**config.mk**
```make
export PLATFORM = sky130hd
export DESIGN_NAME = mem_responder
export DESIGN_NICKNAME = d
export VERILOG_FILES = /design/src/rtl/copperv_pkg.sv /design/src/rtl/mem_req_slot.sv /design/src/rtl/mem_responder.sv
export SDC_FILE = /design/constraint.sdc
export NUM_CORES = 1
export LEC_CHECK = 0
export ABC_CLOCK_PERIOD_IN_PS = 1800
export CORE_MARGIN = 2
export CORE_UTILIZATION = 41
export CTS_CLUSTER_SIZE = 28
export DETAILED_ROUTE_END_ITERATION = 6
export PLACE_DENSITY = 0.76
export SYNTH_ARGS = -nofsm -noshare
export SYNTH_HDL_FRONTEND = slang
export SYNTH_SLANG_ARGS = --single-unit
export TNS_END_PERCENT = 1
```
**constraint.sdc**
```tcl
create_clock -name clk -period 1.8 [get_ports clk]
set_input_delay 0.18 -clock clk [delete_from_list [all_inputs] [get_ports clk]]
set_output_delay 0.18 -clock clk [all_outputs]
set_load 0.005 [all_outputs]
```
**src/rtl/copperv_pkg.sv**
```systemverilog
// Shared types for the copperv memory responder: FSM states, request kinds
// and the buffered request record.
package copperv_pkg;

  // Request records are sized for the widest supported bus so that one
  // struct serves every parameterisation; unused upper bits are zero.
  localparam int MEM_ADDR_MAX_W = 64;
  localparam int MEM_DATA_MAX_W = 64;
  localparam int MEM_STRB_MAX_W = MEM_DATA_MAX_W / 8;

  // Wait-state counter width covers WAIT_STATES up to 15.
  localparam int MEM_WAIT_CNT_W = 4;

  // Slot indices inside the responder.
  localparam int MEM_SLOT_FETCH = 0;
  localparam int MEM_SLOT_DATA  = 1;
  localparam int MEM_NUM_SLOTS  = 2;

  typedef enum logic [1:0] {
    ST_IDLE   = 2'd0,
    ST_WAIT   = 2'd1,
    ST_ACCESS = 2'd2,
    ST_RESP   = 2'd3
  } mem_resp_state_e;

  typedef enum logic [1:0] {
    REQ_FETCH = 2'd0,
    REQ_LOAD  = 2'd1,
    REQ_STORE = 2'd2
  } mem_req_kind_e;

  typedef struct packed {
    logic [MEM_ADDR_MAX_W-1:0] addr;
    logic [MEM_DATA_MAX_W-1:0] wdata;
    logic [MEM_STRB_MAX_W-1:0] strobe;
    mem_req_kind_e             kind;
  } mem_req_t;

  // Loads and stores both belong to the data port.
  function automatic logic is_data_kind(mem_req_kind_e kind);
    return kind != REQ_FETCH;
  endfunction

endpackage

```
**src/rtl/mem_req_slot.sv**
```systemverilog
// One-entry request buffer. A set while already holding a request is
// dropped and flagged through overflow_o; clear empties the entry.
module mem_req_slot
  import copperv_pkg::*;
(
  input  logic     clk,
  input  logic     rst,
  input  logic     set_i,
  input  logic     clr_i,
  input  mem_req_t req_i,
  output logic     busy_o,
  output mem_req_t req_o,
  output logic     overflow_o
);

  logic     valid_q, valid_d;
  mem_req_t req_q, req_d;

  // Next entry: clear frees it, set only fills an entry that was empty.
  always_comb begin
    valid_d = valid_q;
    req_d   = req_q;
    if (clr_i) begin
      valid_d = 1'b0;
    end
    if (set_i && !valid_q) begin
      valid_d = 1'b1;
      req_d   = req_i;
    end
  end

  // Entry registers.
  always_ff @(posedge clk) begin
    if (rst) begin
      valid_q <= 1'b0;
      req_q   <= '0;
    end else begin
      valid_q <= valid_d;
      req_q   <= req_d;
    end
  end

  assign busy_o     = valid_q;
  assign req_o      = req_q;
  assign overflow_o = set_i & valid_q;

endmodule

```
**src/rtl/mem_responder.sv**
```systemverilog
// Memory-side responder: buffers one fetch and one data request, serialises
// them onto a single-port synchronous SRAM and returns one-cycle responses
// with registered data. Data requests win over fetches.
module mem_responder
  import copperv_pkg::*;
#(
  parameter int ADDR_WIDTH  = 32,
  parameter int DATA_WIDTH  = 32,
  parameter int SRAM_AW     = 12,
  parameter int WAIT_STATES = 0
) (
  input  logic                    clk,
  input  logic                    rst,
  input  logic                    inst_fetch,
  input  logic [ADDR_WIDTH-1:0]   pc,
  output logic [DATA_WIDTH-1:0]   inst,
  output logic                    inst_valid,
  input  logic                    load_data,
  input  logic                    store_data,
  input  logic [ADDR_WIDTH-1:0]   data_addr,
  input  logic [DATA_WIDTH-1:0]   data_wdata,
  input  logic [DATA_WIDTH/8-1:0] data_strobe,
  output logic [DATA_WIDTH-1:0]   data_rdata,
  output logic                    data_valid,
  output logic                    sram_en,
  output logic [DATA_WIDTH/8-1:0] sram_we,
  output logic [SRAM_AW-1:0]      sram_addr,
  output logic [DATA_WIDTH-1:0]   sram_wdata,
  input  logic [DATA_WIDTH-1:0]   sram_rdata,
  output logic                    proto_err
);

  localparam int STRB_W = DATA_WIDTH / 8;
  localparam logic [MEM_WAIT_CNT_W-1:0] WAIT_LAST =
    MEM_WAIT_CNT_W'((WAIT_STATES > 0) ? WAIT_STATES - 1 : 0);

  mem_resp_state_e             state_q, state_d;
  logic [MEM_WAIT_CNT_W-1:0]   wait_cnt_q, wait_cnt_d;
  mem_req_t                    work_q, work_d;
  logic [DATA_WIDTH-1:0]       inst_q, inst_d;
  logic [DATA_WIDTH-1:0]       rdata_q, rdata_d;
  logic                        inst_valid_q, inst_valid_d;
  logic                        data_valid_q, data_valid_d;
  logic                        proto_err_q, proto_err_d;

  mem_req_t                    fetch_req, data_req;
  logic                        in_flight, fetch_inflight, data_inflight;
  logic                        data_pulse, fetch_ok, data_ok;
  logic                        launch, fetch_direct, data_direct;
  mem_req_t                    launch_req;
  logic                        access;

  logic     [MEM_NUM_SLOTS-1:0] slot_set, slot_clr, slot_busy, slot_ovf;
  mem_req_t                     slot_req_in [MEM_NUM_SLOTS];
  mem_req_t                     slot_req    [MEM_NUM_SLOTS];

  // Package the incoming pulses as request records; a simultaneous
  // load and store keeps the store.
  always_comb begin
    fetch_req        = '0;
    fetch_req.addr   = MEM_ADDR_MAX_W'(pc);
    fetch_req.kind   = REQ_FETCH;
    data_req         = '0;
    data_req.addr    = MEM_ADDR_MAX_W'(data_addr);
    data_req.wdata   = MEM_DATA_MAX_W'(data_wdata);
    data_req.strobe  = MEM_STRB_MAX_W'(data_strobe);
    data_req.kind    = store_data ? REQ_STORE : REQ_LOAD;
  end

  // A port is busy while its own request occupies the SRAM pipeline.
  assign in_flight      = (state_q != ST_IDLE);
  assign fetch_inflight = in_flight && !is_data_kind(work_q.kind);
  assign data_inflight  = in_flight && is_data_kind(work_q.kind);
  assign data_pulse     = load_data | store_data;
  assign fetch_ok       = inst_fetch & ~fetch_inflight;
  assign data_ok        = data_pulse & ~data_inflight;

  // Launch selection in IDLE: buffered data, new data, buffered fetch,
  // new fetch. A pulse launched directly never touches its slot.
  always_comb begin
    launch       = 1'b0;
    launch_req   = '0;
    fetch_direct = 1'b0;
    data_direct  = 1'b0;
    slot_clr     = '0;
    if (state_q == ST_IDLE) begin
      if (slot_busy[MEM_SLOT_DATA]) begin
        launch                  = 1'b1;
        launch_req              = slot_req[MEM_SLOT_DATA];
        slot_clr[MEM_SLOT_DATA] = 1'b1;
      end else if (data_ok) begin
        launch      = 1'b1;
        launch_req  = data_req;
        data_direct = 1'b1;
      end else if (slot_busy[MEM_SLOT_FETCH]) begin
        launch                   = 1'b1;
        launch_req               = slot_req[MEM_SLOT_FETCH];
        slot_clr[MEM_SLOT_FETCH] = 1'b1;
      end else if (fetch_ok) begin
        launch       = 1'b1;
        launch_req   = fetch_req;
        fetch_direct = 1'b1;
      end
    end
  end

  // Accepted pulses that were not launched this cycle go into their slot.
  always_comb begin
    slot_set                     = '0;
    slot_set[MEM_SLOT_FETCH]     = fetch_ok & ~fetch_direct;
    slot_set[MEM_SLOT_DATA]      = data_ok & ~data_direct;
    slot_req_in[MEM_SLOT_FETCH]  = fetch_req;
    slot_req_in[MEM_SLOT_DATA]   = data_req;
  end

  for (genvar gi = 0; gi < MEM_NUM_SLOTS; gi++) begin : g_slot
    mem_req_slot u_slot (
      .clk        (clk),
      .rst        (rst),
      .set_i      (slot_set[gi]),
      .clr_i      (slot_clr[gi]),
      .req_i      (slot_req_in[gi]),
      .busy_o     (slot_busy[gi]),
      .req_o      (slot_req[gi]),
      .overflow_o (slot_ovf[gi])
    );
  end

  // Next-state and response logic of the access FSM.
  always_comb begin
    state_d      = state_q;
    wait_cnt_d   = wait_cnt_q;
    work_d       = work_q;
    inst_d       = inst_q;
    rdata_d      = rdata_q;
    inst_valid_d = 1'b0;
    data_valid_d = 1'b0;
    proto_err_d  = proto_err_q
                 | (|slot_ovf)
                 | (inst_fetch & fetch_inflight)
                 | (data_pulse & data_inflight)
                 | (load_data & store_data);
    case (state_q)
      ST_IDLE: begin
        if (launch) begin
          work_d     = launch_req;
          wait_cnt_d = '0;
          state_d    = (WAIT_STATES > 0) ? ST_WAIT : ST_ACCESS;
        end
      end
      ST_WAIT: begin
        if (wait_cnt_q == WAIT_LAST) begin
          wait_cnt_d = '0;
          state_d    = ST_ACCESS;
        end else begin
          wait_cnt_d = wait_cnt_q + 1'b1;
        end
      end
      ST_ACCESS: begin
        state_d = ST_RESP;
      end
      ST_RESP: begin
        if (is_data_kind(work_q.kind)) begin
          data_valid_d = 1'b1;
          if (work_q.kind == REQ_LOAD) begin
            rdata_d = sram_rdata;
          end
        end else begin
          inst_valid_d = 1'b1;
          inst_d       = sram_rdata;
        end
        state_d = ST_IDLE;
      end
      default: begin
        state_d = ST_IDLE;
      end
    endcase
  end

  // State, working request and response registers.
  always_ff @(posedge clk) begin
    if (rst) begin
      state_q      <= ST_IDLE;
      wait_cnt_q   <= '0;
      work_q       <= '0;
      inst_q       <= '0;
      rdata_q      <= '0;
      inst_valid_q <= 1'b0;
      data_valid_q <= 1'b0;
      proto_err_q  <= 1'b0;
    end else begin
      state_q      <= state_d;
      wait_cnt_q   <= wait_cnt_d;
      work_q       <= work_d;
      inst_q       <= inst_d;
      rdata_q      <= rdata_d;
      inst_valid_q <= inst_valid_d;
      data_valid_q <= data_valid_d;
      proto_err_q  <= proto_err_d;
    end
  end

  // SRAM drive is gated by reset so an access cut by reset never commits.
  assign access     = (state_q == ST_ACCESS) && !rst;
  assign sram_en    = access;
  assign sram_we    = (access && work_q.kind == REQ_STORE) ? work_q.strobe[STRB_W-1:0] : '0;
  assign sram_addr  = access ? work_q.addr[SRAM_AW+1:2] : '0;
  assign sram_wdata = access ? work_q.wdata[DATA_WIDTH-1:0] : '0;

  assign inst       = inst_q;
  assign inst_valid = inst_valid_q;
  assign data_rdata = rdata_q;
  assign data_valid = data_valid_q;
  assign proto_err  = proto_err_q;

  // Byte-offset bits, wrapped high address bits and padding of the wide
  // request record are intentionally ignored.
  logic unused_bits;
  assign unused_bits = ^{work_q.addr, work_q.wdata, work_q.strobe};

endmodule

```
---- After elaboration in Yosys (flattened, before gate mapping) ----
Index checks and enable logic that the tools add are counted.
word-level totals
  word-level logic and storage cells ...... 107
  register bits after elaboration ......... 193
operators by class
  eq/ne operators ......................... 7
  multiplexer cells ....................... 37
  add/sub/neg operators ................... 1
  bitwise logic cells ..................... 20
  reductions and logical operators ........ 24
operators with widths
  kind                   count
  $mux W88               4
  $mux W32               1
  $mux W1                22
  $mux W12               1
  $mux W4                3
  $reduce_bool A2 Y1     5
  $and A1 B1 Y1          9
  $mux W2                4
  $pmux W2 S4            1
  $pmux W4 S2            1
  $reduce_and A2 Y1      4
  $eq A2 B2 Y1 const B   3
  $logic_and A1 B1 Y1    6
  $not A1 Y1             6
  $or A1 B1 Y1           5
  $add A4 B1 Y4 const B  1
  $eq A2 B1 Y1 const B   2
  $logic_not A1 Y1       4
  $logic_not A4 Y1       1
  $ne A2 B2 Y1 const B   2
  $reduce_or A2 Y1       2
  $reduce_and A3 Y1      1
  $logic_not A2 Y1       1

---- Depth between registers and ports, before layout ----
Gate-level depths: netlist (run 1).
  depth in word-level cells ............... 18
  mapped depth ............................ 8
  mapped depth without buffers ............ 6

---- Hierarchy ----
Synthesis (run 1) repeated with hierarchy kept, for this count alone.
unflattened totals
  cells, all modules ...................... 2047
  area, all modules ....................... 18627.9 µm²
modules (own cells, without submodules)
  module         times used  seq. area each (µm²)  area each (µm²)  cells an instance
  mem_req_slot   2           2782.7                6277.3           633
  mem_responder  1           2462.4                6073.3           781

---- Least setup slack after synthesis (run 1) ----
No wires, ideal clock.
  path type ............................... flip-flop to flip-flop
  from .................................... register work_q[0] in the netlist's numbering
  to ...................................... register work_q[81] in the netlist's numbering
  library setup time ...................... 117 ps
  slack ................................... 11 ps
  arrival ................................. 1671 ps
  buffers on the path ..................... 3
  stages on the path, launching flop included .. 8
  cell sequence ........................... dfxtp_1 > buf_6 > or2_1 > buf_6 > o211a_4 > buf_6 > a221o_1 > a32o_1
between the ends
  word-level cells in the longest chain between the ends .. 11
ends and longest elaborated chain
  what                         line                  source
  start: declaration           mem_responder.sv:39   mem_req_t work_q, work_d;
  start signal: assignment     mem_responder.sv:194  work_q <= work_d;
  $reduce_bool A2 Y1 (*)       copperv_pkg.sv:41     return kind != REQ_FETCH;
  $logic_not A1 Y1             mem_responder.sv:72   assign fetch_inflight = in_flight && !is_data_kind(work_q.kind);
  $logic_and A1 B1 Y1          mem_responder.sv:72
  $not A1 Y1                   mem_responder.sv:75   assign fetch_ok = inst_fetch & ~fetch_inflight;
  $and A1 B1 Y1                mem_responder.sv:75
  $mux W1                      mem_responder.sv:99   end else if (fetch_ok) begin
  $mux W1                      mem_responder.sv:95   end else if (slot_busy[MEM_SLOT_FETCH]) begin
  $mux W1                      mem_responder.sv:91   end else if (data_ok) begin
  $mux W1                      mem_responder.sv:87   if (slot_busy[MEM_SLOT_DATA]) begin
  $mux W1                      mem_responder.sv:86   if (state_q == ST_IDLE) begin
  $reduce_and A2 Y1 (no line)  -
Mark *: on every way between the ends. The rest lies on a longest branch, timed or not.
A chain may end at the register's enable or synchronous reset.

---- Worst setup path in the final report (run 1) ----
  from .................................... register state_q[0]
  to ...................................... output port sram_we[0]
between the ends
  word-level cells in the longest chain between the ends .. 4
ends and longest elaborated chain
  what                      line                  source
  start: declaration        mem_responder.sv:37   mem_resp_state_e state_q, state_d;
  start signal: assignment  mem_responder.sv:192  state_q <= state_d;
  $eq A2 B2 Y1              mem_responder.sv:204  assign access = (state_q == ST_ACCESS) && !rst;
  $logic_and A1 B1 Y1       mem_responder.sv:204
  $logic_and A1 B1 Y1       mem_responder.sv:206  assign sram_we = (access && work_q.kind == REQ_STORE) ? work_q.strobe[STRB_W-1:0] : '0;
  $mux W4                   mem_responder.sv:206
  end: declaration          mem_responder.sv:26   output logic [DATA_WIDTH/8-1:0] sram_we,
Every way passes these cells.

==> results.rst, run 1 <==
.. list-table::
   :header-rows: 1

   * - Metric
     - Value
   * - Average cell area after synthesis
     - 8.10 um^2
   * - Final number of max-transition violations
     - 0
   * - Synthesized instance count
     - 924
   * - Max Clock Skew
     - 14.9 ps
   * - Min-Delay Path Depth
     - 3
   * - Global-route wire length before repair
     - 36300 um
   * - CP Data Required Time
     - 1620 ps
   * - Area occupied by multi-input gates
     - 3480 um^2
   * - Sw power
     - 3070 uW
   * - Initial Util
     - 41.7%
   * - Leakage
     - 0.00406 uW
   * - DR vias
     - 7458
   * - CP Buf/Inv Count
     - 4
   * - Site row count
     - 49
   * - Most instantiated cells after synthesis
     - sky130_fd_sc_hd__nand2_1, sky130_fd_sc_hd__dfxtp_1, sky130_fd_sc_hd__a21oi_1, sky130_fd_sc_hd__clkbuf_1, sky130_fd_sc_hd__nor2_1
   * - Accumulated negative setup slack
     - -4100 ps
   * - Fraction of synthesis flops using an asynchronous set or reset pin
     - 0%
   * - Critical path fanouts, max
     - 3
   * - Area of the die
     - 19400 um^2
   * - Placed Instances
     - 1335
   * - FMAX
     - 510 MHz
   * - Final number of setup-violating endpoints
     - 76
   * - Arrival time at the worst endpoint
     - 1780 ps
   * - Die W
     - 139 um
   * - Combinational Power Share
     - 20.0%
   * - Minimum clock period
     - 1960 ps
   * - Most instantiated library cell after synthesis
     - sky130_fd_sc_hd__nand2_1
   * - Count of buffers from port buffering
     - 212
   * - P_int
     - 7480 uW
   * - Number of nets at the end of the flow
     - 1279
   * - Kind of critical path
     - register to primary output
   * - Post-detailed-placement half-perimeter wirelength
     - 14200 um
   * - Total routing resource utilization after global routing
     - 22.8%
   * - Part of the total power dissipated in the clock network
     - 36.1%
   * - Initial DRT Pass Iterations
     - 5
   * - TritonCTS clock tree
     - done
   * - Nets in the synthesized netlist
     - 1063
   * - Syn Std Cell Area
     - 7490 um^2
   * - Post-route standard cell area excluding fillers
     - 10900 um^2
   * - Tightest Hold Check Type
     - primary input to register
   * - Primary FF master, synth
     - sky130_fd_sc_hd__dfxtp_1
   * - Outcome
     - finished with violations
   * - Number of global-route vias before repair
     - 7204
   * - Routed wirelength normalized by instance count
     - 16.3 um
   * - Filler cell count
     - 1557
   * - Worst setup margin
     - -162 ps
   * - Antenna Violating Nets Remaining
     - 0
   * - Library cell appearing most often on the critical path
     - sky130_fd_sc_hd__buf_6
   * - Total I/O pin count
     - 253
   * - Startpoint type of the worst setup path
     - register
   * - Top cell type's share of synthesized area
     - 50.0%
   * - PD cells
     - 965 nW/um^2
   * - CP cell instances
     - nor3b_4 -> buf_6 -> buf_12 -> and3b_2 -> buf_6 -> and2_4 -> buf_6
   * - Master of the slowest instance on the critical path
     - sky130_fd_sc_hd__dfxtp_4
   * - Number of enable-type register cells in the synthesized netlist
     - 0
   * - Placed cell area
     - 10100 um^2
   * - Yosys warning total
     - 0
   * - Final hold violation count
     - 0
   * - Proportion of synthesized chip area in sequential cells
     - 50.0%
   * - Clock-pin slew on the worst setup and hold paths
     - 70 ps
   * - Unrepaired setup endpoints after global routing
     - true
   * - Average via count per standard cell
     - 5.40
   * - Register bit total from synthesis
     - 187
   * - Maximum single-stage delay on the critical path
     - 360 ps
   * - Utilization of the core after routing
     - 60.8%
   * - Y dimension of the die
     - 139 um
   * - CP Capture Type
     - primary output
   * - TritonCTS sink count
     - 187
   * - Worst Tran Pin Value
     - 965 ps
   * - Top cell family by delay on the critical path
     - simple AND/OR/NAND/NOR gates
   * - Number of distinct library cells after synthesis
     - 42
   * - Switching share of total power
     - 29.1%
   * - Hold buffer count at CTS
     - 0
   * - Area of the core region
     - 18000 um^2
   * - Area taken by flip-flops and latches
     - 3750 um^2
   * - Maximum number of pins on one net before global-route repair
     - 94
   * - Maximum vdd drop
     - 0.000641 V
   * - Depth of the most critical reg-to-reg path
     - 4
   * - Routed wire length
     - 22500 um
   * - Antenna cells
     - 0
   * - Global placer's final weighted congestion
     - 0.839
   * - Number of stages on the worst setup path
     - 7
   * - Largest cells by area after synthesis
     - sky130_fd_sc_hd__dfxtp_1, sky130_fd_sc_hd__nand2_1, sky130_fd_sc_hd__a21oi_1, sky130_fd_sc_hd__a221oi_1, sky130_fd_sc_hd__and2_1
   * - Share of the clock period used by the worst path
     - 109%
   * - Layout overhead on the synthesized area
     - 45.9%
   * - DRC violation count after routing
     - 0
   * - Part of the power in registers
     - 43.9%
   * - First DRT Iteration DRCs
     - 425
   * - Worst-skew pair later-pin latency
     - 440 ps
   * - Number of max-cap violations
     - 0
   * - Initial antenna violation count
     - 1
   * - Maximum clock insertion buffer count
     - 2
   * - Final cell count without fillers
     - 1382
   * - Fraction of layout instances using a drive strength above 1
     - 16.4%
   * - Depth of the CTS H-tree
     - 4
   * - Root buf cell
     - sky130_fd_sc_hd__clkbuf_16
   * - Tightest slew margin relative to the limit
     - 35.7%
   * - Violations in the final reports
     - setup timing
   * - Overflow left after global routing
     - 0
   * - TritonCTS buffer count
     - 17
   * - Post-synthesis cell type with the largest combined area
     - sky130_fd_sc_hd__dfxtp_1
## repair_timing
action	4_1_cts	5_1_grt
gates cloned	3	1
endpoints found under the setup margin	54	114
setup buffers	9	3
hold endpoints to repair	0	0
gates resized for setup	192	55
pin swaps	27	29
## kinds of logic after synthesis
family | share of synthesized area [%]
mux | 0.134
fa+ha+maj | 0.468
compound gates | 20.5
buf+inv | 5.06
flops | 50.0
simple gates | 23.8
## state kept, by name (all words and copies together) (netlist names)
register	cells
inst	32
g_slot.u_slot.busy_o	2
wait_cnt_q	4
work_q	50
data_rdata	32
inst_valid	1
state_q	2
proto_err	1
g_slot.u_slot.req_o	62
data_valid	1
## through the flow
step                      power (uW)  worst slack, ps  hold WS (ps)
after floorplan                 5780             11.3           316
after global placement          6650             -209           440
after detailed placement        6690             -236           446
after CTS                      10600             -225           105
after global routing           11000             -210           136
final                          10500             -162           143
## power by group through the flow
stage                     Clock [uW]  Sequential [uW]  Combinational [uW]
after floorplan                    0             4670                1110
after global placement             0             4700                1950
after detailed placement           0             4720                1970
after CTS                       3880             4630                2050
after global routing            4060             4670                2290
final                           3800             4630                2110
## cells in the final DEF (no fill, tap or decap), types with 16 or more instances in the layout
master and count:
sky130_fd_sc_hd__nor3_1 43, sky130_fd_sc_hd__buf_2 18, sky130_fd_sc_hd__nand3_1 16, sky130_fd_sc_hd__buf_4 45, sky130_fd_sc_hd__clkdlybuf4s50_1 162, sky130_fd_sc_hd__a21oi_1 132
sky130_fd_sc_hd__and2_4 21, sky130_fd_sc_hd__clkbuf_16 18, sky130_fd_sc_hd__buf_6 23, sky130_fd_sc_hd__nor2_1 48, sky130_fd_sc_hd__dfxtp_1 185, sky130_fd_sc_hd__a221oi_1 38
sky130_fd_sc_hd__and2_1 27, sky130_fd_sc_hd__nand2_1 230
## layout make-up
class	count	share of cell area [%]
Timing Repair Buffer	279	25.4
Clock inverter	15	1.56
Multi-Input combinational cell	646	31.9
Inverter	9	0.309
Tap cell	229	2.62
Clock buffer	17	3.89
Sequential cell	187	34.3
## worst register-to-register path, cell delays in order, from the launching register on
cell	delay, ps
sky130_fd_sc_hd__dfxtp_1	390
sky130_fd_sc_hd__or2_1	310
sky130_fd_sc_hd__o211ai_1	660
sky130_fd_sc_hd__o21ai_0	230
sky130_fd_sc_hd__a21oi_1	200
## worst paths after layout
kind              slack (ps)       start                         end
hold / removal           140         rst               wait_cnt_q[2]
setup / recovery        -160  state_q[0]                  sram_we[0]
setup reg to reg         -50   work_q[0]  g_slot[0].u_slot.req_o[84]
hold reg to reg          450    inst[29]                    inst[29]
## metal layers
layer	vias to the layer above	GRT usage (%)	share of wire, %
li1	3621	-	-
met1	3529	28.7	42
met2	246	37.4	48
met3	62	5.39	6.0
met4	0	10.1	3.7
met5	-	0	0
(Power assumes the default switching activity.)
==> inputs of run 2 (changes only) <==
--- a/config.mk
+++ b/config.mk
@@ -7,3 +7,3 @@
 export LEC_CHECK = 0
-export ABC_CLOCK_PERIOD_IN_PS = 1800
+export ABC_CLOCK_PERIOD_IN_PS = 1720
 export CORE_MARGIN = 2
==> constraint.sdc (replaced) <==
create_clock -name clk -period 1.72 [get_ports clk]
set_input_delay 0.172 -clock clk [delete_from_list [all_inputs] [get_ports clk]]
set_output_delay 0.172 -clock clk [all_outputs]
set_load 0.05 [all_outputs]
==> results.rst, run 2 (synthesis results as in run 1) <==
.. list-table::
   :header-rows: 1

   * - Metric
     - Value
   * - Root buf cell
     - sky130_fd_sc_hd__clkbuf_16
   * - Pre-CTS setup slack
     - -323 ps
   * - Area of the core region
     - 18000 um^2
   * - Initial Util
     - 41.7%
   * - Unrepaired setup endpoints after global routing
     - true
   * - Max Clock Skew
     - 11.1 ps
   * - CP Data Required Time
     - 1550 ps
   * - Startpoint type of the worst setup path
     - register
   * - Total routing resource utilization after global routing
     - 22.9%
   * - CP Capture Point
     - sram_addr[7]
   * - Antenna cells
     - 0
   * - Outcome
     - finished with violations
   * - Total I/O pin count
     - 253
   * - Depth of the CTS H-tree
     - 4
   * - Min-Delay Path Depth
     - 3
   * - Fraction of layout instances using a drive strength above 1
     - 19.2%
   * - Area of the die
     - 19400 um^2
   * - Global placer's final weighted congestion
     - 0.841
   * - First DRT Iteration DRCs
     - 505
   * - Site row count
     - 49
   * - TritonCTS clock tree
     - done
   * - Clock-pin slew on the worst setup and hold paths
     - 70 ps
   * - Maximum vdd drop
     - 0.000775 V
   * - Die W
     - 139 um
   * - Most common library cell in the layout ignoring fill and taps
     - sky130_fd_sc_hd__nand2_1
   * - Initial antenna violation count
     - 0
   * - Leakage
     - 0.00441 uW
   * - Most frequent cells in the layout
     - sky130_fd_sc_hd__nand2_1, sky130_fd_sc_hd__dfxtp_1, sky130_fd_sc_hd__a21oi_1
   * - Global-route wire length before repair
     - 36200 um
   * - Antenna Violating Nets Remaining
     - 0
   * - Initial DRT Pass Iterations
     - 6
   * - Layout overhead on the synthesized area
     - 50.4%
   * - Count of buffers from port buffering
     - 212
   * - Accumulated negative setup slack
     - -8850 ps
   * - TritonCTS buffer count
     - 17
   * - DRC violation count after routing
     - 0
   * - Share of the clock period used by the worst path
     - 112%
   * - Maximum clock insertion buffer count
     - 2
   * - Tightest slew margin relative to the limit
     - 49.9%
   * - TritonCTS sink count
     - 187
   * - Y dimension of the die
     - 139 um
   * - DR vias
     - 7368
   * - Maximum number of pins on one net before global-route repair
     - 72
   * - Post-route standard cell area excluding fillers
     - 11300 um^2
   * - Capture point of the worst reg-to-reg path
     - wait_cnt_q[3]
   * - PD cells
     - 978 nW/um^2
   * - Number of max-cap violations
     - 0
   * - Number of nets at the end of the flow
     - 1271
   * - Final number of setup-violating endpoints
     - 49
   * - Routed wirelength normalized by instance count
     - 16.6 um
   * - Worst Tran Pin Value
     - 752 ps
   * - Start point of the worst min-delay path
     - rst
   * - Critical path fanouts, max
     - 15
   * - Final number of max-transition violations
     - 0
   * - Placed cell area
     - 10500 um^2
   * - Violations in the final reports
     - setup timing
   * - FMAX
     - 517 MHz
   * - Arrival time at the worst endpoint
     - 1760 ps
   * - Worst setup margin
     - -215 ps
   * - Area taken by flip-flops and latches
     - 3750 um^2
   * - Post-detailed-placement half-perimeter wirelength
     - 15200 um
   * - Number of flip-flops under the largest register name
     - 62
   * - Origin of the critical flop-to-flop path
     - state_q[1]
   * - Area occupied by multi-input gates
     - 3540 um^2
   * - Depth of the most critical reg-to-reg path
     - 4
   * - Overflow left after global routing
     - 0
   * - Worst-skew pair later-pin latency
     - 420 ps
   * - Average via count per standard cell
     - 5.36
   * - Tightest Hold Check Type
     - primary input to register
   * - CP Capture Type
     - primary output
   * - Reg-to-reg slack, setup
     - 10 ps
   * - Post-layout power
     - 11000 uW
   * - Routed wire length
     - 22800 um
   * - Kind of critical path
     - register to primary output
   * - Launch point of the critical path
     - state_q[0]
   * - Minimum clock period
     - 1930 ps
   * - Final hold violation count
     - 0
   * - Number of global-route vias before repair
     - 6975
   * - Hold slack
     - 204 ps
   * - Filler cell count
     - 1542
run 2: worst min-delay path by stage:
stage / endpoint
floorplan: g_slot[1].u_slot.req_o[10]
global placement: work_q[86]
detailed placement: inst[11]
CTS: g_slot[1].u_slot.req_o[11]
global route: g_slot[0].u_slot.req_o[82]
finish: g_slot[1].u_slot.req_o[87]
run 2: per-layer routing:
| layer | vias up | GRT usage [%] | wire length [um] |
|---|---|---|---|
| met1 | 3473 | 29.0 | 9840 |
| met4 | 0 | 7.97 | 494 |
| li1 | 3609 | - | - |
| met3 | 33 | 4.04 | 1200 |
| met2 | 253 | 39.4 | 11300 |
| met5 | - | 0 | 0 |
run 2: worst max-delay path, cell delays in order, from the launching register on:
cell	delay [ps]
sky130_fd_sc_hd__dfxtp_2	330
sky130_fd_sc_hd__buf_6	140
sky130_fd_sc_hd__nor3b_4	200
sky130_fd_sc_hd__buf_6	190
sky130_fd_sc_hd__buf_12	170
sky130_fd_sc_hd__and2_4	170
sky130_fd_sc_hd__buf_12	130
run 2: final cells by class:
cell class / instances / share of cell area (%)
Tap cell: 229 / 2.55
Inverter: 9 / 0.300
Clock buffer: 23 / 4.16
Sequential cell: 187 / 33.3
Clock inverter: 9 / 0.578
Timing Repair Buffer: 271 / 27.7
Multi-Input combinational cell: 646 / 31.4
run 2: where the power goes:
part | switching [uW] | internal (uW)
clock network | 1670 | 1940
logic | 1410 | 1140
registers | 186 | 4670
run 2: repair_timing:
action                                  4_1_cts  5_1_grt
hold buffers                                  0        0
gates cloned                                  2        0
setup buffers                                 2        0
pin swaps                                    47       18
endpoints found under the setup margin      111       78
gates resized for setup                     116        3
run 2: metrics by stage:
| step | util (%) | instances |
|---|---|---|
| after CTS | 62.6 | 1374 |
| after floorplan | - | 924 |
| after global placement | 58.7 | 1338 |
| after global routing | 62.7 | 1374 |
| after detailed placement | 58.7 | 1338 |
| final | 62.7 | 1374 |
==> inputs of run 3 (changes only) <==
==> constraint.sdc (replaced) <==
create_clock -name clk -period 1.72 [get_ports clk]
set_input_delay 0.344 -clock clk [delete_from_list [all_inputs] [get_ports clk]]
set_output_delay 0.344 -clock clk [all_outputs]
set_load 0.05 [all_outputs]
==> results.rst, run 3 (synthesis results as in run 1) <==
.. list-table::
   :header-rows: 1

   * - Metric
     - Value
   * - Outcome
     - finished with violations
   * - Violations in the final reports
     - setup timing
   * - Critical path fanouts, max
     - 4
   * - Overflow left after global routing
     - 0
   * - Final number of setup-violating endpoints
     - 64
   * - Worst-skew pair later-pin latency
     - 430 ps
   * - Maximum single-stage delay on the critical path
     - 360 ps
   * - CP cell instances
     - nor3b_4 -> and3b_2 -> and2_4 -> buf_12
   * - Worst setup margin
     - -308 ps
   * - Most common library cell in the layout ignoring fill and taps
     - sky130_fd_sc_hd__nand2_1
   * - Number of max-cap violations
     - 0
   * - PD cells
     - 1010 nW/um^2
   * - Maximum vdd drop
     - 0.000840 V
   * - Master of the slowest instance on the critical path
     - sky130_fd_sc_hd__dfxtp_4
   * - DRC violation count after routing
     - 0
   * - Count of buffers from port buffering
     - 212
   * - Number of global-route vias before repair
     - 7087
   * - Post-layout power
     - 11500 uW
   * - Depth of the most critical reg-to-reg path
     - 6
   * - Area occupied by multi-input gates
     - 3600 um^2
   * - Root buf cell
     - sky130_fd_sc_hd__clkbuf_16
   * - CP Capture Type
     - primary output
   * - Origin of the critical flop-to-flop path
     - state_q[0]
   * - Total I/O pin count
     - 253
   * - TritonCTS clock tree
     - done
   * - Initial Util
     - 41.7%
   * - Kind of critical path
     - register to primary output
   * - Share of the clock period used by the worst path
     - 118%
   * - Number of nets at the end of the flow
     - 1269
   * - Clock-pin slew on the worst setup and hold paths
     - 70 ps
   * - Tightest Hold Check Type
     - register to register
   * - Antenna Violating Nets Remaining
     - 0
   * - Area of the core region
     - 18000 um^2
   * - Post-route standard cell area excluding fillers
     - 11300 um^2
   * - Filler cell count
     - 1509
   * - Hold buffer count at CTS
     - 0
   * - Global-route wire length before repair
     - 35600 um
   * - First DRT Iteration DRCs
     - 484
   * - Maximum number of pins on one net before global-route repair
     - 124
   * - Depth of the CTS H-tree
     - 4
   * - Launch point of the critical path
     - state_q[1]
   * - Area of the die
     - 19400 um^2
   * - Site row count
     - 49
   * - Unrepaired setup endpoints after global routing
     - true
   * - Final hold violation count
     - 0
   * - Y dimension of the die
     - 139 um
   * - Global placer's final weighted congestion
     - 0.795
   * - Fraction of layout instances using a drive strength above 1
     - 24.8%
   * - Startpoint type of the worst setup path
     - register
   * - CP Capture Point
     - sram_we[2]
   * - TritonCTS buffer count
     - 17
   * - Minimum clock period
     - 2030 ps
   * - Routed wire length
     - 22400 um
   * - Total routing resource utilization after global routing
     - 22.4%
   * - Area taken by flip-flops and latches
     - 3750 um^2
   * - Tightest slew margin relative to the limit
     - 60.8%
   * - Max Clock Skew
     - 8.15 ps
   * - Final number of max-transition violations
     - 0
   * - Die W
     - 139 um
   * - Reg-to-reg slack, setup
     - -80 ps
   * - CP Data Required Time
     - 1380 ps
   * - TritonCTS sink count
     - 187
   * - Number of flip-flops under the largest register name
     - 62
   * - Initial DRT Pass Iterations
     - 6
   * - DR vias
     - 7441
   * - Placed cell area
     - 10600 um^2
   * - Leakage
     - 0.00431 uW
   * - Capture point of the worst reg-to-reg path
     - work_q[18]
   * - Min-Delay Path Depth
     - 2
   * - FMAX
     - 493 MHz
   * - Most frequent cells in the layout
     - sky130_fd_sc_hd__nand2_1, sky130_fd_sc_hd__dfxtp_1, sky130_fd_sc_hd__a21oi_1
   * - Maximum clock insertion buffer count
     - 2
   * - Arrival time at the worst endpoint
     - 1680 ps
   * - Worst Tran Pin Value
     - 587 ps
   * - Average via count per standard cell
     - 5.42
   * - Routed wirelength normalized by instance count
     - 16.3 um
   * - Layout overhead on the synthesized area
     - 51.5%
   * - Post-detailed-placement half-perimeter wirelength
     - 14800 um
   * - Initial antenna violation count
     - 1
## run 3: changes by cell type in the layout (fill, tap and decap cells not counted), sizes merged
cell / change
clkinv: -4
dlygate4sd2: -49
inv: +6
clkinvlp: +2
clkbuf: -6
diode: +1
bufinv: +2
buf: +47
## run 3: worst min-delay path by stage
| stage | start | to | slack (ps) |
|---|---|---|---|
| 6_report | inst[22] | inst[22] | 460 |
| 5_1_grt | g_slot[1].u_slot.req_o[41] | g_slot[1].u_slot.req_o[41] | 470 |
| 4_1_cts | data_rdata[3] | data_rdata[3] | 460 |
| 3_5_place_dp | g_slot[1].u_slot.req_o[24] | g_slot[1].u_slot.req_o[24] | 450 |
| 3_3_place_gp | g_slot[1].u_slot.req_o[10] | g_slot[1].u_slot.req_o[10] | 440 |
| 2_1_floorplan | work_q[76] | work_q[76] | 430 |
## run 3: metrics by stage
stage | utilization [%] | TNS [ps] | hold WS, ps | instances | worst slack [ps]
floorplan | - | -3300 | 434 | 924 | -79.8
global placement | 58.9 | -27370 | 441 | 1338 | -373
detailed placement | 58.9 | -30300 | 446 | 1338 | -424
CTS | 62.7 | -12830 | 456 | 1372 | -327
global route | 63.2 | -18850 | 472 | 1373 | -369
finish | 63.2 | -12000 | 456 | 1373 | -308
## run 3: power breakdown
group	total [uW]	switching [uW]	leakage [uW]	internal, uW
Sequential	4860	186	0.00153	4670
Combinational	2590	1420	0.00250	1170
Clock	4010	1820	0.000283	2200
Total	11500	3420	0.00431	8040
## run 3: cell type report
type                       count  share of cell area (%)
timing repair buffer         269                    27.1
clock buffer                  17                    3.75
antenna                        1                  0.0221
tap                          229                    2.53
sequential                   187                    33.1
inverter                       9                   0.298
clock inverter                15                    1.56
multi-input combinational    646                    31.7
## run 3: repair_timing
item                       in CTS  in global routing
buffers inserted                2                  0
setup endpoints to repair     102                161
gates resized for setup        20                 24
pin swaps                      46                 32
## run 3: critical path: cells and delay by family (launching register included)
family,cells,cell delay [ps]
buf+inv,1,130
flops,1,360
simple gates,3,780
## run 3: per-layer routing
| metal | wire (um) | track usage [%] | part of all wire, % | up-vias |
|---|---|---|---|---|
| met3 | 1160 | 4.83 | 5.2 | 51 |
| met5 | 0 | 0 | 0 | - |
| met2 | 11200 | 39.0 | 50 | 244 |
| met1 | 9280 | 27.0 | 42 | 3539 |
| li1 | - | - | - | 3607 |
| met4 | 705 | 9.09 | 3.2 | 0 |
